$ cat src/rtl/lzc_normalizer_pipe.sv
// Two-stage normalizer: shifts a word left by its leading-zero count and emits exponent + zero flag.
// Optional `LZ_CHECK_EN adds a count checker that drives lz_err; otherwise lz_err is tied 0.
module lzc_normalizer_pipe #(
    parameter int WIDTH    = 8,
    parameter int CW       = 4,
    parameter int EXP_W    = 5,
    parameter int EXP_BIAS = 0
) (
    input  logic             clk,
    input  logic             rst,
    input  logic [WIDTH-1:0] in_data,
    input  logic [CW-1:0]    in_lz,
    input  logic             in_valid,
    output logic             in_ready,
    output logic [WIDTH-1:0] out_mant,
    output logic [EXP_W-1:0] out_exp,
    output logic             out_zero,
    output logic             out_valid,
    input  logic             out_ready,
    output logic             lz_err
);

    logic             r_s1_valid;
    logic [WIDTH-1:0] r_s1_data;
    logic [CW-1:0]    r_s1_lz;

    logic             r_out_valid;
    logic [WIDTH-1:0] r_out_mant;
    logic [EXP_W-1:0] r_out_exp;
    logic             r_out_zero;

    logic             w_adv2;
    logic             w_in_xfer;
    logic [CW-1:0]    w_lz_clamped;
    logic             w_s1_zero;
    logic [EXP_W-1:0] w_s1_exp;

    assign w_adv2       = !r_out_valid || out_ready;
    assign in_ready     = !r_s1_valid || w_adv2;
    assign w_in_xfer    = in_valid && in_ready;
    assign w_lz_clamped = (in_lz > CW'(WIDTH)) ? CW'(WIDTH) : in_lz;

    assign w_s1_zero = (r_s1_lz == CW'(WIDTH));
    // Exponent wraps modulo 2^EXP_W by construction of the EXP_W-wide subtraction.
    assign w_s1_exp  = w_s1_zero ? '0
                                 : EXP_W'(EXP_BIAS + WIDTH - 1) - EXP_W'(r_s1_lz);

    // S1: capture word and clamped count.
    always_ff @(posedge clk) begin
        if (rst) begin
            r_s1_valid <= 1'b0;
        end else if (w_in_xfer) begin
            r_s1_valid <= 1'b1;
        end else if (w_adv2) begin
            r_s1_valid <= 1'b0;
        end
    end

    // NOTE: payload registers are not reset; only the valid bit gates their use.
    always_ff @(posedge clk) begin
        if (w_in_xfer) begin
            r_s1_data <= in_data;
            r_s1_lz   <= w_lz_clamped;
        end
    end

    // S2: registered outputs, held while the consumer stalls.
    always_ff @(posedge clk) begin
        if (rst) begin
            r_out_valid <= 1'b0;
            r_out_mant  <= '0;
            r_out_exp   <= '0;
            r_out_zero  <= 1'b0;
        end else if (w_adv2) begin
            r_out_valid <= r_s1_valid;
            if (r_s1_valid) begin
                r_out_mant <= r_s1_data << r_s1_lz;
                r_out_exp  <= w_s1_exp;
                r_out_zero <= w_s1_zero;
            end
        end
    end

    assign out_valid = r_out_valid;
    assign out_mant  = r_out_mant;
    assign out_exp   = r_out_exp;
    assign out_zero  = r_out_zero;

`ifdef LZ_CHECK_EN
    logic [CW-1:0] w_true_lz;
    logic          r_lz_err;

    // Scan LSB to MSB so the highest set bit decides the count.
    always_comb begin
        w_true_lz = CW'(WIDTH);
        for (int i = 0; i < WIDTH; i++) begin
            if (r_s1_data[i]) begin
                w_true_lz = CW'(WIDTH - 1 - i);
            end
        end
    end

    always_ff @(posedge clk) begin
        if (rst) begin
            r_lz_err <= 1'b0;
        end else if (w_adv2 && r_s1_valid) begin
            r_lz_err <= (w_true_lz != r_s1_lz);
        end
    end

    assign lz_err = r_lz_err;
`else
    assign lz_err = 1'b0;
`endif

endmodule
$ cat config.mk
export PLATFORM = sky130hd
export DESIGN_NAME = lzc_normalizer_pipe
export DESIGN_NICKNAME = d
export VERILOG_FILES = /design/src/rtl/lzc_normalizer_pipe.sv
export SDC_FILE = /design/constraint.sdc
export NUM_CORES = 1
export LEC_CHECK = 0
export BUFFER_PORTS_ARGS = -buffer_cell sky130_fd_sc_hd__buf_2
export CAP_MARGIN = 20
export CORE_ASPECT_RATIO = 1.4
export CORE_MARGIN = 2
export CORE_UTILIZATION = 35
export CTS_BUF_LIST = sky130_fd_sc_hd__clkbuf_8
export DETAILED_ROUTE_END_ITERATION = 10
export GPL_TIMING_DRIVEN = 0
export HOLD_SLACK_MARGIN = 0.15
export PLACE_DENSITY = 0.65
export SETUP_SLACK_MARGIN = 0.5
export SYNTH_ARGS = -nofsm -noshare
export SYNTH_HDL_FRONTEND = slang
export SYNTH_SLANG_ARGS = --single-unit
$ cat constraint.sdc
create_clock -name clk -period 4 [get_ports clk]
set_input_delay 0.4 -clock clk [delete_from_list [all_inputs] [get_ports clk]]
set_output_delay 0.4 -clock clk [all_outputs]
set_load 0.02 [all_outputs]
# == Word level (Yosys, flattened, before mapping) ==
# Index checks and enable logic that the tools add are counted.
# classes
n_addsub,1
n_lt_le_gt_ge,1
eq_ne,1
shifts,1
muxes,3
reduce_logical,7
# ops
operator,n
$shl A8 B4 Y8,1
$mux W5,1
$sub A3 B4 Y5 const A,1
$eq A4 B4 Y1 const B,1
$gt A4 B4 Y1 const B,1
$logic_not A1 Y1,2
$logic_or A1 B1 Y1,2
$mux W1,2
$reduce_and A2 Y1,1
$reduce_bool A2 Y1,1
$logic_and A1 B1 Y1,1
# totals
ff_bits,28
out_inout_bits,17
wordCells,21

# == Logic depth before layout (Yosys ltp) ==
# logic_depth
depth_word,5
depth_mapped,5
ltp_nobuf,4

# == Worst setup path after synthesis ==
# OpenSTA, ideal clock, no wires.
# synth_timing
path_type,register -> register
from,register r_s1_lz[0]
to,"register r_out_exp[2], in the netlist out_exp[2]"
setup_ns,0.128
t_arrival_ns,1.386
t_required_ns,3.872
path_slack_ns,2.487
path_stages_with_launch,6
synth_period_minus_slack_ns,1.513
path_cell_list,edfxtp_1 -> buf_6 -> or4b_1 -> nand3_1 -> a2bb2oi_1 -> nor2_1
# synth_between
elab_chain_cells,2
elab_cells_between_ends,3
cone_classes,add/sub (1); eq/ne (1); mux (1)
# synth_rtl
element,line,text
start: declaration,25,logic [CW-1:0] r_s1_lz;
start signal: assignment,63,r_s1_lz <= w_lz_clamped;
$sub A3 B4 Y5 or $eq A4 B4 Y1 (tied branches),"46, 43",
$mux W5 *,45,assign w_s1_exp = w_s1_zero ? '0
end signal: assignment,78,r_out_exp <= w_s1_exp;
end: declaration,29,logic [EXP_W-1:0] r_out_exp;
# Mark *: on every way between the ends. The rest lies on a longest branch, timed or not.
# A chain may end at the register's enable or synchronous reset.

# == Worst setup path in the final report ==
# Ends and elaborated chain as after synthesis.

==> results.toml <==
[power]
pwr-share-comb_pct = 13.9
power.switching_uw = 130
p_seq_share_pct = 58.1
ir_drop_mv = 0.230
power-per-cell-area_nw_per_um2 = 373
p_int_uw = 404
clkPwrFrac_pct = 28.0
p_sw_share_pct = 24.3
power_uw = 534
power_leakage_uw = 0.000623

[clock_tree]
cts_buffers = 3
clkSinkCount = 27
htreeDepth = 1
post_cts_buffers = 0
clk_latency_ns = 0.27
clk_path_buf_depth = 2
cts_resized = 0
cts_tree = "built"
cts_root_buf = "clkbuf_8"
postCtsHoldBufs = 0
clk_pin_slew_ns = 0.09

[route]
drt-wirelength-per-cell_um = 11.7
first_iter_violations = 24
drt-total-wl_mm = 2.17
drc = 0
antenna_left = 0
first_pass_iters = 4
via_per_inst = 4.86
vias = 900

[setup_path]
cp-end-kind = "register"
path_cells = "buf_6 > or4b_1 > nand3_1 > a2bb2oi_1 > nor2_1"
cp_data_arrival_time_ns = 1.78
r2r-end = "out_exp[2]"
cp.required_ns = 4.15
critical_path_class = "reg -> reg"
reg2reg_slack_ns = 2.37
worst-path-max-fanout = 10
cp-start-kind = "register"
cpPeakStageDelay_ns = 0.53
slowest_stage = "or4b_1"
rr_startpoint = "r_s1_lz[0]"
rr_worst_depth = 5

[layout]
nNetsFinal = 162
final_common_cell = "buf_2"
fillers = 347
stdcell_area_um2 = 1430
diodes = 0
drive_gt1_share_pct = 30.3
final_util_pct = 43.2
regArea_um2 = 661
area_growth_pct = 21.2
layout_common_cells = "buf_2 (32), dfxtp_1 (15), nand2_1 (12), edfxtp_1 (12), nor2_1 (10)"
multiInputGateArea_um2 = 467
fin_cells = 185

[logic_synthesis]
yosysUniqueCellTypes = 30
synthesis.area_um2 = 1180
synthCells = 110
async_flop_share_pct = 0
ys.warnings.count = 0
synth_edf_count = 12
synth_fp_nets = 126
synth-seq-cells = 27
synth-main-ff-cell = "dfxtp_1"
synth.avg_cell_area_um2 = 10.7
yosysSeqAreaShare_pct = 55.9

[sta]
tns_ns = 0
finClkSkew_ns = 0.00338
rsz0062_at_grt = "no"
period_share_pct = 40.8
slew_violations = 0
fmax_ghz = 0.613
hold_violations = 0
setup_viol = 0
period_minus_slack_ns = 1.63
relSlewSlack_pct = 63.8
tightestPinTransition_ns = 0.541

[die]
die_area_um2 = 3860
core_area_um2 = 3320
initial_utilization_pct = 35.6
rows = 25
floorplan.die.height_um = 72.7
die_w_um = 53.1
io-pin-count = 33

[global_route]
antenna_found_initial = 0
grt_pass1_vias = 913
grt_pass1_wl_mm = 3.80
globalRouteOverflowTotal = 0
grt.total_usage_pct = 13.4
grt_max_degree = 15

[job]
maxCapViolCount = 0

[placement]
dp.cells = 181
place_area_um2 = 1390
io_buffer_count = 31
post-dp-hpwl_mm = 1.75
globalplace.congestion = 0.772

[worst_hold_path]
hold_path_class = "in -> reg"
hold_start = "in_data[1]"
worst_hold_path.endpoint = "r_s1_data[1]"
worstHoldPathCells = 1

[status]
status = "finished clean"
==> how the worst max path moves through the flow <==
stage | startpoint | endpoint | slack (ns) | cells past startpoint
detailed placement | out_ready | out_mant[3] | 2.32 | 6
CTS | r_s1_lz[0] | out_exp[1] | 2.36 | 5
global route | r_s1_lz[0] | out_exp[2] | 2.26 | 5
floorplan | r_s1_lz[0] | out_exp[2] | 2.49 | 5
finish | r_s1_lz[0] | out_exp[2] | 2.37 | 5
global placement | out_ready | out_mant[3] | 2.34 | 6
==> critical path: cells and delay by family (launching register included) <==
family	cells	cell delay (ns)
AND/OR/NAND/NOR	3	0.75
AO/OA/AOI/OAI	1	0.17
flip-flops	1	0.43
buffers and inverters	1	0.17
==> cell usage after synthesis (2+ instances only) <==
cell type,number,area [um2]
nand2b_1,3,18.8
a2bb2oi_1,4,35.0
a21oi_1,8,40.0
o211a_1,2,20.0
buf_4,2,15.0
mux2_2,5,56.3
nand2_1,12,45.0
dfxtp_1,15,300
mux2i_1,5,50.1
nand3_1,3,15.0
clkbuf_1,4,15.0
inv_1,2,7.51
or4_1,2,15.0
nor2b_1,6,37.5
edfxtp_1,12,360
o21ai_0,2,10.0
nor2_1,10,37.5
==> cell families after synthesis <==
group           Yosys count  share of synthesized area (%)
compound gates           22                           13.5
simple gates             40                           16.7
mux                      10                           9.00
flops                    27                           55.9
buf+inv                  10                           4.55
other cells               1                          0.317
==> registers in the layout (all words and copies together) (netlist names) <==
register    count
out_exp         4
out_mant        8
out_valid       1
out_zero        1
r_s1_data       8
r_s1_lz         4
r_s1_valid      1
==> routing by layer <==
layer | vias up | wire [um] | track usage, %
met5 | - | 0 | 0
met4 | 0 | 62 | 7.98
met3 | 7 | 123 | 2.66
met2 | 25 | 1150 | 24.2
met1 | 408 | 826 | 13.9
li1 | 460 | - | -
==> through the flow <==
| stage | setup WS [ns] | hold slack, ns |
|---|---|---|
| floorplan | 2.49 | 0.472 |
| finish | 2.37 | 0.297 |
| global placement | 2.34 | 0.443 |
| global route | 2.26 | 0.285 |
| detailed placement | 2.32 | 0.443 |
| CTS | 2.36 | 0.291 |
==> area by class of cell <==
type / instances / share of cell area [%]
buffer: 8 / 3.23
clock buffer: 3 / 2.88
clock inverter: 1 / 0.262
inverter: 2 / 0.524
multi-input combinational: 73 / 32.6
sequential: 27 / 46.2
tap: 40 / 3.50
timing repair buffer: 31 / 10.8
==> power groups by stage <==
stage	Sequential, uW	Clock (uW)	Combinational [uW]
global route	313	166	83.2
finish	311	150	74.3
floorplan	323	0	44.5
detailed placement	317	0	75.1
CTS	311	154	75.4
global placement	317	0	73.2
Power figures use the tool's default switching activity.
